--- src/rtl/program_sequencer.sv ---
// Instruction sequencer: fetches from sync imem and holds run until cu_done; 7 cycles/instr with a 4-cycle CU.
// Backpressure: the control unit stalls via cu_done; stop/step/halt only act on instruction boundaries.
module program_sequencer #(
    parameter int          AW       = 4,
    parameter int          PROG_LEN = 16,
    parameter logic [15:0] HALT_OP  = 16'hFFFF,
    parameter bit          WRAP     = 1'b0
) (
    input  logic          clk,
    input  logic          rst,
    input  logic          start,
    input  logic          stop,
    input  logic          step_mode,
    input  logic          step,
    output logic [AW-1:0] imem_addr,
    output logic          imem_rd,
    input  logic [15:0]   imem_data,
    output logic [15:0]   instr,
    output logic          run,
    input  logic          cu_done,
    output logic [AW-1:0] pc,
    output logic          busy,
    output logic          halted,
    output logic [15:0]   instr_count
);

    typedef enum logic [2:0] {
        S_IDLE,
        S_FETCH,
        S_LATCH,
        S_EXEC,
        S_NEXT,
        S_PAUSE,
        S_HALTED
    } state_t;

    localparam logic [AW-1:0] LAST_PC = AW'(PROG_LEN - 1);

    state_t        state_q, state_d;
    logic [AW-1:0] pc_q, pc_d;
    logic [15:0]   instr_q, instr_d;
    logic          run_q, run_d;
    logic [15:0]   count_q, count_d;
    logic          stop_pending_q, stop_pending_d;
    logic          stop_now;
    logic          at_last;

    always_ff @(posedge clk or posedge rst) begin
        if (rst) begin
            state_q        <= S_IDLE;
            pc_q           <= '0;
            instr_q        <= '0;
            run_q          <= 1'b0;
            count_q        <= '0;
            stop_pending_q <= 1'b0;
        end else begin
            state_q        <= state_d;
            pc_q           <= pc_d;
            instr_q        <= instr_d;
            run_q          <= run_d;
            count_q        <= count_d;
            stop_pending_q <= stop_pending_d;
        end
    end

    always_comb begin
        state_d        = state_q;
        pc_d           = pc_q;
        instr_d        = instr_q;
        run_d          = 1'b0;
        count_d        = count_q;
        stop_pending_d = stop_pending_q;
        // a stop arriving in NEXT takes effect at this boundary, not the following one
        stop_now       = stop_pending_q | stop;
        at_last        = (pc_q == LAST_PC);

        case (state_q)
            S_IDLE, S_HALTED: begin
                if (start) begin
                    pc_d           = '0;
                    count_d        = '0;
                    stop_pending_d = 1'b0;
                    state_d        = S_FETCH;
                end
            end
            S_FETCH: begin
                stop_pending_d = stop_now;
                state_d        = S_LATCH;
            end
            S_LATCH: begin
                stop_pending_d = stop_now;
                instr_d        = imem_data;
                if (imem_data == HALT_OP) begin
                    state_d = S_HALTED;
                end else begin
                    state_d = S_EXEC;
                    run_d   = 1'b1;
                end
            end
            S_EXEC: begin
                stop_pending_d = stop_now;
                if (cu_done && run_q) begin
                    state_d = S_NEXT;
                end else begin
                    run_d = 1'b1;
                end
            end
            S_NEXT: begin
                stop_pending_d = stop_now;
                if (count_q != 16'hFFFF) begin
                    count_d = count_q + 16'd1;
                end
                if (at_last) begin
                    if (WRAP) begin
                        pc_d = '0;
                    end
                end else begin
                    pc_d = pc_q + AW'(1);
                end
                if (at_last && !WRAP) begin
                    state_d = S_HALTED;
                end else if (stop_now) begin
                    state_d        = S_IDLE;
                    stop_pending_d = 1'b0;
                end else if (step_mode) begin
                    state_d = S_PAUSE;
                end else begin
                    state_d = S_FETCH;
                end
            end
            S_PAUSE: begin
                if (stop) begin
                    state_d        = S_IDLE;
                    stop_pending_d = 1'b0;
                end else if (step) begin
                    state_d = S_FETCH;
                end
            end
            default: begin
                state_d = S_IDLE;
            end
        endcase
    end

    assign imem_rd     = (state_q == S_FETCH);
    assign imem_addr   = pc_q;
    assign pc          = pc_q;
    assign instr       = instr_q;
    assign run         = run_q;
    assign instr_count = count_q;
    assign halted      = (state_q == S_HALTED);
    assign busy        = (state_q != S_IDLE) && (state_q != S_HALTED);

endmodule

--- config.mk ---
export PLATFORM = sky130hd
export DESIGN_NAME = program_sequencer
export DESIGN_NICKNAME = d
export VERILOG_FILES = /design/src/rtl/program_sequencer.sv
export SDC_FILE = /design/constraint.sdc
export NUM_CORES = 1
export LEC_CHECK = 0
export CORE_MARGIN = 2
export CORE_UTILIZATION = 45
export CTS_CLUSTER_DIAMETER = 30
export DETAILED_ROUTE_END_ITERATION = 10
export PLACE_DENSITY = 0.86
export SETUP_SLACK_MARGIN = 0.4
export SYNTH_ARGS = -nofsm -noshare
export SYNTH_HDL_FRONTEND = slang
export SYNTH_SLANG_ARGS = --single-unit
--- constraint.sdc ---
create_clock -name clk -period 3.6 [get_ports clk]
set_input_delay 0.72 -clock clk [delete_from_list [all_inputs] [get_ports clk]]
set_output_delay 0.72 -clock clk [all_outputs]
set_load 0.1 [all_outputs]
# After elaboration in Yosys (flattened, before gate mapping)
# Cells that the tools add are included.
[totals]
reg_bits = 41
word_cells = 59
[op_classes]
add_sub_neg = 2
eq_ne = 16
n_mux = 22
bitwise = 1
n_reduce_logical = 12
[op_table]
columns = ["operator", "n"]
rows = [
  ["two-way mux 16 bit", 2],
  ["case mux 16 bit (2 select lines)", 1],
  ["two-way mux 3 bit", 8],
  ["case mux 3 bit (6 select lines)", 1],
  ["adder 16 x 1 -> 16 bit, second input constant", 1],
  ["== test 16 bit, second input constant", 1],
  ["inequality test 16 bit, second input constant", 1],
  ["AND reduction 3 bit", 4],
  ["inequality test 2 bit, second input constant", 5],
  ["== test 3 bit, second input constant", 3],
  ["two-way mux 4 bit", 2],
  ["case mux 4 bit (2 select lines)", 1],
  ["== test 3 x 2 -> 1 bit, second input constant", 2],
  ["inequality test 3 bit, second input constant", 2],
  ["two-way mux 1 bit", 5],
  ["adder 4 x 1 -> 4 bit, second input constant", 1],
  ["== test 4 bit, second input constant", 1],
  ["case mux 1 bit (4 select lines)", 1],
  ["nonzero test 4 bit", 1],
  ["== test 3 x 1 -> 1 bit, second input constant", 1],
  ["logical NOT 3 bit", 1],
  ["nonzero test 3 bit", 1],
  ["OR reduction 3 bit", 1],
  ["logical AND 1 bit", 2],
  ["other kinds (4)", 4],
]

# Logic depth before layout (Yosys ltp)
# Gate-level depths: netlist of the first run.
[depth]
ltp_word = 4
ltp_mapped = 6
mapped_depth_nobuf = 5

# Worst setup path after synthesis of the first run
# No wires, ideal clock.
[synth_path]
path_kind = "reg2out"
from = "register state_q[0]"
to = "output imem_rd"
t_arrival_ns = 2.956
setup_slack_ns = -0.076
path_stages_with_launch = 5
cell_sequence = "dfrtp_1 -> buf_2 -> buf_1 -> inv_1 -> nor3_1"
[synth_between]
elab_chain_cells = 1
[synth_rtl]
columns = ["item", "line_no", "text"]
rows = [
  ["start: declaration", "39", "state_t state_q, state_d;"],
  ["start signal: assignment", "57", "state_q <= state_d;"],
  ["== test 3 x 1 -> 1 bit", "145", "assign imem_rd = (state_q == S_FETCH);"],
  ["end: declaration", "16", "output logic imem_rd,"],
]
# Every way passes these cells.

# Worst setup path after layout of the first run
[layout_path]
from = "register count_q[8], in the netlist instr_count[8]"
to = "output instr_count[8]"
[layout_rtl]
columns = ["item", "line_no", "text"]
rows = [
  ["start: declaration", "43", "logic [15:0] count_q, count_d;"],
  ["start signal: assignment", "61", "count_q <= count_d;"],
  ["end: declaration", "24", "output logic [15:0] instr_count"],
]
# No word-level cell between the ends.

==> results of run 1 <==
-- power by group through the flow --
| stage | Sequential, µW | Combinational (µW) | Clock [µW] |
|---|---|---|---|
| after floorplan | 1560 | 741 | 0 |
| after global placement | 768 | 1920 | 0 |
| after detailed placement | 772 | 1940 | 0 |
| after CTS | 764 | 1950 | 300 |
| after global routing | 790 | 2000 | 322 |
| final | 765 | 1940 | 288 |
-- flip-flops by register name (all words and copies together) (netlist names) --
| name | cells |
|---|---|
| imem_addr | 4 |
| instr | 16 |
| instr_count | 16 |
| run | 1 |
| state_q | 3 |
| stop_pending_q | 1 |
-- stage by stage --
step	instance area [µm²]	hold slack, ns	power (µW)	cells
after CTS	3040	0.514	3010	350
after global placement	2950	0.489	2690	342
after detailed placement	2950	0.494	2720	342
final	3040	0.511	2990	350
after floorplan	2290	0.501	2300	222
after global routing	3040	0.527	3120	350
-- cell families (layout without fill, tap and decap cells) --
group	after synthesis	after routing	share of synthesized area [%]
AO/OA/AOI/OAI	63	63	19.7
XOR/XNOR	1	1	0.384
adder cells (fa/ha/maj)	2	2	1.10
buffers and inverters	24	85	5.48
flip-flops	41	41	45.0
multiplexers	17	17	8.33
AND/OR/NAND/NOR	74	74	20.0
-- cell usage in the layout (no fill, tap or decap), drive strengths merged, types with 2 or more instances in the layout --
cell           synthesis  layout
or3                    2       2
dfrtp                 41      41
or3b                   2       2
o31ai                  2       2
ha                     2       2
buf                   15       8
nor3                   5       5
mux2                  16      16
nand2                 15      15
nand2b                 3       3
nand3                 10      10
inv                    7       7
or2                    2       2
a21o                   3       3
o211ai                 4       4
a211o                  3       3
o21bai                 3       3
nand4                  7       7
o32ai                  2       2
and2                   3       3
nor3b                  4       4
clkbuf                 2       6
clkinv                 0       2
clkdlybuf4s50          0      62
o211a                  4       4
o2bb2ai                2       2
nor4                  11      11
o21ai                 12      12
a41oi                  4       4
or4                    4       4
a21oi                 14      14
nor2                   4       4
-- how the worst max path moves through the flow --
| stage | from | endpoint | slack, ns | depth (start not counted) |
|---|---|---|---|---|
| floorplan | state_q[0] | imem_rd | 0.79 | 4 |
| global placement | instr_count[8] | instr_count[8] | 1.24 | 1 |
| detailed placement | imem_data[15] | state_q[2] | 1.22 | 5 |
| CTS | instr_count[8] | instr_count[8] | 0.90 | 1 |
| global route | instr_count[8] | instr_count[8] | 0.86 | 1 |
| finish | instr_count[8] | instr_count[8] | 0.89 | 1 |
-- routing by layer --
layer | track usage, % | wire (µm) | vias up
met3 | 4.42 | 277 | 9
met4 | 7.41 | 74 | 0
li1 | - | - | 972
met2 | 29.5 | 2660 | 57
met5 | 0 | 0 | -
met1 | 27.0 | 2410 | 950
-- cell type report --
cell class	count	area share (%)
clock buffer	6	2.39
clock inverter	2	0.330
inverter	7	0.866
multi-input combinational	157	37.4
sequential	41	33.8
tap	67	2.76
timing repair buffer	70	22.4
==> metrics.cfg, run 1 <==
[outcome]
run_status = finished clean

[yosys]
synth_top_area_share_pct = 45.0
synth_top_area_cell = dfrtp_1
synthesis.nets = 247
ys.flop_type = dfrtp_1
syn_area_per_cell_um2 = 10.3
synth_seq_area_share_pct = 45.0
yosys_warnings = 0
synth.most_common_cell = dfrtp_1
synth.top_cells.by_area = dfrtp_1 45%, mux2_2 7.9%, a21oi_1 3.1%
syn_inst = 222
synth_edf_count = 0
synth_commonest_cells = 41 x dfrtp_1, 16 x mux2_2, 14 x a21oi_1, 14 x nand2_1, 12 x o21ai_0
ys_types = 56
post_synth_instance_area_mm2 = 0.00228
async_reset_ff_share_pct = 100
ys_ff_latch = 41

[setup_path]
worstPathArrival_ns = 1.99
critical-path-max-stage-delay_ns = 1.20
required_ns = 2.88
ff2ff_path_depth = 5
cpLargestDelayFamily = buffers and inverters
critPathLaunchType = register
worst_setup_path_end_kind = output port
crit_buf_inv = 1
path_class = register to output port
worstPathMaxFanout = 7
rr_startpoint = instr_count[0]
regToRegSetupSlack_ns = 1.57
r2r_end = instr_count[1]
crit_path_cell_trace = clkdlybuf4s50_1
crit_slowest_cell = clkdlybuf4s50_1

[drt]
viasPerCell = 5.68
wl_mm = 5.43
ant_nets = 0
firstDrtPassIters = 4
avgRoutedWirePerCell_um = 15.5
vias = 1988
drcViolationCount = 0
first_iter_violations = 161

[place]
routabilityCongestion = 0.880
io_buffers = 66
preCtsSetupSlack_ns = 1.22
dp_hpwl_mm = 3.76

[cts]
ctsHtreeMaxLevel = 2
cts.sinks = 41
clk_latency_ns = 0.29
cts_tree = yes
clockRootBuffer = clkbuf_8
clk_pin_slew_ns = 0.07
cts-buffers-inserted = 5
cts.repair.resized = 0
clock_path_buffers = 2
postCtsSetupBuffers = 0
cts-hold-fix-buffers = 0

[sta]
fmax_ghz = 0.369
tightest_slew_ns = 0.990
clock_skew_ns = 0.00401
fin_ws_ns = 0.892
relSlewSlack_pct = 33.8
setup_viol = 0
rsz0062_at_grt = false
min_period_ns = 2.71
hold_viol_final = 0
finalCritPeriodShare_pct = 75.2
tns_ns = 0
drv_slew = 0

[pwr]
p_sw_share_pct = 57.7
pwr-share-comb_pct = 64.8
power.net_switching_uw = 1730
p_leak_uw = 0.00123
ir_drop_v = 0.000713
p_clk_share_pct = 9.6
cellPowerDensity_mw_per_mm2 = 986
p_int_uw = 1270
power_frac_seq_pct = 25.6

[floorplanning]
io_pins = 67
start_util_pct = 47.4
row_count = 25
die_area_mm2 = 0.00566
die_x_um = 75.2
die_y_um = 75.2
core_area_mm2 = 0.00482

[hold_path]
hold_depth = 1
min_from = instr[0]
hold_path.class = register to register
holdPathEnd = instr[0]

[grt]
antenna_found_initial = 0
grt_max_degree = 42
first_global_vias = 1767
grt_pass1_wl_mm = 8.38
globalRouteTotalUtil_pct = 19.4
grt.overflow.total = 0

[layout]
fillCellCount = 424
final_layout_size_suffix_gt1_share_pct = 15.5
regArea_mm2 = 0.00103
multi_input_area_mm2 = 0.00114
n_antenna_cell = 0
final_util_pct = 63.0
nets = 307
syn_to_final_growth_pct = 33.0

[flow_run]
cap_violations = 0

Note: power is estimated with default switching activity, not from simulation.
==> inputs of run 2 (changes only) <==
Clock period 3.6 ns to 2.8 ns, I/O delays scaled along.
==> metrics.cfg, run 2 (synthesis gave the netlist of run 1 again) <==
[outcome]
run_status = finished clean

[cts]
cts.sinks = 41
cts-buffers-inserted = 5
clockRootBuffer = clkbuf_8
cts_tree = yes
clk_latency_ns = 0.30
cts-hold-fix-buffers = 0
clock_path_buffers = 2
ctsHtreeMaxLevel = 2
postCtsSetupBuffers = 0
clk_pin_slew_ns = 0.08
cts.repair.resized = 0

[floorplanning]
start_util_pct = 47.4
io_pins = 67
die_y_um = 75.2
row_count = 25
die_x_um = 75.2
core_area_mm2 = 0.00482
die_area_mm2 = 0.00566

[layout]
layout_commonest_cell = buf_4
layout.cells.most_common_list = 50 x buf_4, 38 x dfrtp_1, 22 x clkdlybuf4s50_1
fillCellCount = 436
nets = 309
final_util_pct = 61.5
n_antenna_cell = 0
fin_area_mm2 = 0.00296
syn_to_final_growth_pct = 29.7
final_layout_size_suffix_gt1_share_pct = 31.2

[grt]
grt.overflow.total = 0
grt_pass1_wl_mm = 8.89
globalRouteTotalUtil_pct = 20.7
antenna_found_initial = 0
grt_max_degree = 23
first_global_vias = 1843

[sta]
fmax_ghz = 0.447
drv_slew = 0
min_period_ns = 2.24
tightest_slew_ns = 0.792
hold_viol_final = 0
relSlewSlack_pct = 47.0
tns_ns = 0
rsz0062_at_grt = false
setup_viol = 0
finalCritPeriodShare_pct = 79.8
clock_skew_ns = 0.00884

[setup_path]
crit_slowest_cell = dfrtp_1
worstPathMaxFanout = 19
worstPathArrival_ns = 1.68
r2r_end = instr_count[8]
crit_path_cell_trace = nor2b_1 -> and2_1 -> buf_4
worst_setup_path_end_kind = output port
regToRegSetupSlack_ns = 0.62
required_ns = 2.24
rr_startpoint = state_q[2]
critical-path-max-stage-delay_ns = 0.75
ff2ff_path_depth = 4
critPathLaunchType = register
path_class = register to output port

[drt]
avgRoutedWirePerCell_um = 15.9
ant_nets = 0
wl_mm = 5.59
viasPerCell = 5.82
firstDrtPassIters = 4
vias = 2048
drcViolationCount = 0
first_iter_violations = 161

[flow_run]
cap_violations = 0

[hold_path]
hold_depth = 1
hold_path.class = register to register
min_from = instr[7]
holdPathEnd = instr[7]

[place]
io_buffers = 66
post_dp_cell_area_mm2 = 0.00288
dp_hpwl_mm = 3.99
routabilityCongestion = 0.876

## run 2: final cells by class
cell class / instances / area, µm² / share of cell area, %
timing repair buffer: 72 / 596 / 20.1
inverter: 7 / 26.3 / 0.888
tap: 67 / 83.8 / 2.83
sequential: 41 / 1030 / 34.8
clock buffer: 6 / 72.6 / 2.45
clock inverter: 2 / 10.0 / 0.338
multi-input combinational: 157 / 1140 / 38.6
## run 2: worst max-delay path: cells and delay by family, from the launching register on
kind / cells / cell delay (ns)
buffers and inverters: 1 / 0.28
flip-flops: 1 / 0.75
AND/OR/NAND/NOR: 2 / 0.35
## run 2: how the worst max path moves through the flow
stage                        start         endpoint  depth (start not counted)
floorplan           instr_count[3]  instr_count[14]                          4
global placement             start   instr_count[9]                          5
detailed placement            stop       state_q[0]                          5
CTS                     state_q[0]          imem_rd                          3
global route            state_q[1]           halted                          3
finish                  state_q[1]           halted                          3
## run 2: through the flow
step / hold WS [ns] / cells / worst slack [ns]
final: 0.512 / 352 / 0.564
after global routing: 0.537 / 352 / 0.445
after CTS: 0.515 / 352 / 0.542
after detailed placement: 0.497 / 344 / 0.605
after global placement: 0.493 / 344 / 0.640
after floorplan: 0.501 / 222 / 0.424
## run 2: metal layers
metal  track usage [%]  up-vias  wire length (µm)
met5                 0        -                 0
li1                  -      973                 -
met3              4.95        7               243
met4              7.41        0                91
met1              29.1     1020              2530
met2              31.4       48              2730
Power of run 2 is not shown: default switching activity piles up to over one toggle a cycle in this logic, so the estimate is an artifact.
==> inputs of run 3 (changes only) <==
Clock period 2.8 ns to 2.2 ns, I/O delays scaled along.
==> metrics.cfg, run 3 (synthesis gave the netlist of run 1 again) <==
[outcome]
run_status = finished clean

[grt]
globalRouteTotalUtil_pct = 21.9
antenna_found_initial = 0
grt.overflow.total = 0
grt-busiest-layer = met2
grt.met3_usage_pct = 5.62
first_global_vias = 2009
grt_pass1_wl_mm = 9.54
met1_usage_pct = 30.7
grt_max_degree = 42
grt_use_met2_pct = 35.2

[sta]
holdWs_ns = 0.514
fmax_ghz = 0.567
tns_ns = 0
min_period_ns = 1.76
setup_viol = 0
finalCritPeriodShare_pct = 80.2
rsz0062_at_grt = true
drv_slew = 0
relSlewSlack_pct = 64.5
clock_skew_ns = 0.00564
fin_ws_ns = 0.437
hold_viol_final = 0
tightest_slew_ns = 0.532

[layout]
n_antenna_cell = 0
nets = 324
fillCellCount = 395
layout.cells.most_common_list = 60 x buf_4, 22 x clkdlybuf4s50_1, 19 x dfrtp_1
final_layout_size_suffix_gt1_share_pct = 44.3
final_util_pct = 67.6
syn_to_final_growth_pct = 42.7
layout_commonest_cell = buf_4
final_cells = 367

[drt]
first_iter_violations = 160
viasPerCell = 5.81
drcViolationCount = 0
vias = 2133
ant_nets = 0
avgRoutedWirePerCell_um = 16.1
wl_mm = 5.92
firstDrtPassIters = 4

[setup_path]
critPathLaunchType = register
path_class = register to output port
worstPathMaxFanout = 6
worstPathArrival_ns = 1.32
worst_setup_path_end_kind = output port
required_ns = 1.76

[cts]
clockRootBuffer = clkbuf_8
cts.sinks = 41
cts_tree = yes
ctsHtreeMaxLevel = 2
clock_path_buffers = 2
cts-buffers-inserted = 5
clk_pin_slew_ns = 0.08
clk_latency_ns = 0.29

[floorplanning]
io_pins = 67
die_x_um = 75.2
die_area_mm2 = 0.00566
die_y_um = 75.2
start_util_pct = 47.4
core_area_mm2 = 0.00482
row_count = 25

[pwr]
ir_drop_v = 0.00133
p_clk_share_pct = 10.4
p_int_uw = 2300
power.net_switching_uw = 2910
cellPowerDensity_mw_per_mm2 = 1600
pwr-share-comb_pct = 66.2
power_frac_seq_pct = 23.4
p_sw_share_pct = 55.9
p_leak_uw = 0.00139

[place]
routabilityCongestion = 0.817
io_buffers = 66
preCtsSetupSlack_ns = 0.186
place_inst = 349
dp_hpwl_mm = 4.15

[hold_path]
hold_path.class = register to register

[flow_run]
cap_violations = 0

run 3: cell count changes in the layout (fill, tap and decap cells not counted), sizes merged:
| cell | before | now |
|---|---|---|
| clkbuf | 6 | 8 |
| buf | 50 | 64 |
| clkinv | 2 | 1 |
run 3: routing by layer:
metal  part of all wire, %  vias up
li1                      -      998
met1                    43     1064
met2                    51       67
met3                   5.4        4
met4                  0.46        0
met5                     0        -
run 3: path summary, 6_finish.rpt:
path | start | endpoint | slack, ns | cells after the start
max | state_q[1] | imem_rd | 0.44 | 3
min | instr[5] | instr[5] | 0.51 | 1
max reg2reg | state_q[1] | state_q[2] | 0.45 | 5
min reg2reg | instr[5] | instr[5] | 0.51 | 1
max in group asynchronous | rst | instr_count[13] | 1.21 | 3
min in group asynchronous | rst | instr_count[8] | 0.58 | 3
run 3: layout make-up:
class	instances	area [µm²]	area share (%)
clock buffers	7	96.3	2.96
clock inverters	1	5.00	0.154
inverters	7	26.3	0.807
multi-input cells	157	1200	37.0
flip-flops and latches	41	1090	33.3
well taps	67	83.8	2.57
repair buffers	87	756	23.2
run 3: worst max-delay path: stages, from the launching register on:
cell and delay (ns):
dfrtp_2 0.46, buf_4 0.16, nor3_4 0.21, buf_12 0.20
run 3: metrics by stage:
| step | instance area (µm²) | total power [µW] |
|---|---|---|
| after floorplan | 2400 | 3810 |
| after global placement | 3050 | 4490 |
| after detailed placement | 3050 | 4540 |
| after CTS | 3160 | 5090 |
| after global routing | 3260 | 5460 |
| final | 3260 | 5210 |
run 3: timing repair:
item,CTS,global route
pin swaps,1,0
buffers inserted,0,10
hold buffers,0,0
setup endpoints to repair,6,6
resized for setup,3,5
gates cloned,0,0
run 3: power groups by stage:
| stage | logic (µW) | registers (µW) | clock network (µW) |
|---|---|---|---|
| floorplan | 1240 | 2580 | 0 |
| global placement | 3260 | 1230 | 0 |
| detailed placement | 3290 | 1240 | 0 |
| CTS | 3300 | 1240 | 554 |
| global route | 3610 | 1250 | 597 |
| finish | 3450 | 1220 | 542 |
==> patch, RTL diff (config.mk and constraints of run 2) <==
Re-encode `state_t` (7 states) as one-hot, 7 bits wide.
--- a/src/rtl/program_sequencer.sv
+++ b/src/rtl/program_sequencer.sv
@@ -24,14 +24,14 @@
     output logic [15:0]   instr_count
 );
 
-    typedef enum logic [2:0] {
-        S_IDLE,
-        S_FETCH,
-        S_LATCH,
-        S_EXEC,
-        S_NEXT,
-        S_PAUSE,
-        S_HALTED
+    typedef enum logic [6:0] {
+        S_IDLE   = 7'b0000001,
+        S_FETCH  = 7'b0000010,
+        S_LATCH  = 7'b0000100,
+        S_EXEC   = 7'b0001000,
+        S_NEXT   = 7'b0010000,
+        S_PAUSE  = 7'b0100000,
+        S_HALTED = 7'b1000000
     } state_t;
 
     localparam logic [AW-1:0] LAST_PC = AW'(PROG_LEN - 1);
Function: no difference found for any inputs over 10 cycles, from zero or initial values and one cycle with rst high; not proved beyond that.
==> patch against run 2 <==
  * Critical path depth rose by 1
  * Count of clock-buffer cells in the layout up 1
  * Design area grew 7.9%
  * Routed wire length is 5.4% higher
  * Synthesized area increased by 4.6%
  * Global-route usage increased by 0.12 points
  * Synthesized cell count is 4.5% higher
  * Setup slack worse by 0.15 ns
  * Non-clock buffer count grew 7
  * Utilization rose by 1.1 points
  * Sequential cell count rose by 4
  * Highest routed layer unchanged
==> patch: results (changes against run 2) <==
Total GRT Usage - 20.8% (+0.12 points)
most common library cells after synthesis - dfrtp_1, nor2_1, mux2_2, a21oi_1
multiplexer share of the synthesized area - 7.55% (-0.79 points)
Crit Path Max Fanout - 5 (-14)
setup slack, reg-to-reg - 0.54 ns (-0.08 ns)
syn_nets - 257 (+4.0%)
layout cells sized above 1 - 33.6% (+2.3 points)
Worst EP arrival - 1.83 ns (+0.15 ns)
pin count of the biggest net entering global routing - 21 (-8.7%)
first-pass GRT wire length - 9.96 mm (+12%)
filler instances - 444 (+1.8%)
DRT iter0 DRCs - 141 (-12%)
peak supply drop - 0.000975 V
WHS - 0.510 ns (-0.00183 ns)
sink of the worst hold path - instr[12]$_DFFE_PP0N_
detailed placer's ending HPWL - 4.38 mm (+9.9%)
FF-to-FF End - state_q[1]$_DFFE_PP0P_
status - completed
Finished Layout Cells - 377 (+7.1%)
WL/cell - 15.6 µm (-1.6%)
Fin Clk Skew - 0.00690 ns (-0.00194 ns)
Antenna Cells - 0 (unchanged)
cells on worst reg2reg path - 6 (+2)
sequential area share after synthesis - 47.2% (+2.3 points)
dpl cell area - 3020 µm² (+4.9%)
Final Wtd Congestion - 0.868 (-0.90%)
Hold Crit Start - instr[12]$_DFFE_PP0N_
Max-slew headroom - 49.9% (+3.0 points)
complex-gate fraction of the synthesized area - 13.3% (-6.5 points)
Final Cycle Share - 85.3% (+5.5 points)
number of vias per cell - 5.67 (-2.5%)
slowest cell on the critical path - or4_4
vias in the first global route - 2,116 (+15%)
Post-Synth Adder-Cell Area - 1.05% (-0.048 points)
CP max stage delay - 0.59 ns (-0.16 ns)
Yosys cell types - 53 (-5.4%)
worst setup path end - busy
Final #Nets - 331 (+7.1%)
Synth Area in XOR/XNOR - 2.20% (+1.8 points)
patch: layer usage:
| metal | GRT usage (%) | vias up | routed length [µm] |
|---|---|---|---|
| met4 | 7.27 | 0 | 99 |
| met3 | 6.47 | 12 | 469 |
| met2 | 34.6 | 87 | 2880 |
| met5 | 0 | - | 0 |
| li1 | - | 1017 | - |
| met1 | 25.6 | 1023 | 2450 |
patch: power groups by stage:
stage	Clock, W	Sequential (W)	Combinational, W
after floorplan	0	0.00184	0.000643
after global placement	0	0.000950	0.00195
after detailed placement	0	0.000958	0.00198
after CTS	0.000404	0.000955	0.00202
after global routing	0.000427	0.000964	0.00221
final	0.000390	0.000940	0.00212
patch: repair_timing:
item | 4_1_cts | 5_1_grt
pin swaps | 1 | 2
setup endpoints to repair | 2 | 2
buffers inserted | 1 | 8
cloned | 0 | 0
resized for setup | 7 | 1
endpoints found under the hold margin | 0 | 0
hold buffers | 0 | 0
patch: critical path, delay by kind of cell (launching register included):
kind	cells	cell delay, ns
AND/OR/NAND/NOR	2	0.85
flip-flops	1	0.45
buffers and inverters	2	0.24
patch: area by class of cell:
cell class | instances | area (µm²) | area share, %
inverter | 9 | 33.8 | 1.06
timing repair buffer | 79 | 686 | 21.5
clock inverter | 1 | 7.51 | 0.235
tap | 70 | 87.6 | 2.74
sequential | 45 | 1140 | 35.6
clock buffer | 7 | 76.3 | 2.39
multi-input combinational | 166 | 1170 | 36.5
patch: kinds of logic (layout without fill, tap and decap cells):
kind of cell,count (synthesis),in the layout
mux,16,16
flops,45,45
xor+xnor,6,6
compound gates,48,48
simple gates,94,94
fa+ha+maj,2,2
buf+inv,21,96
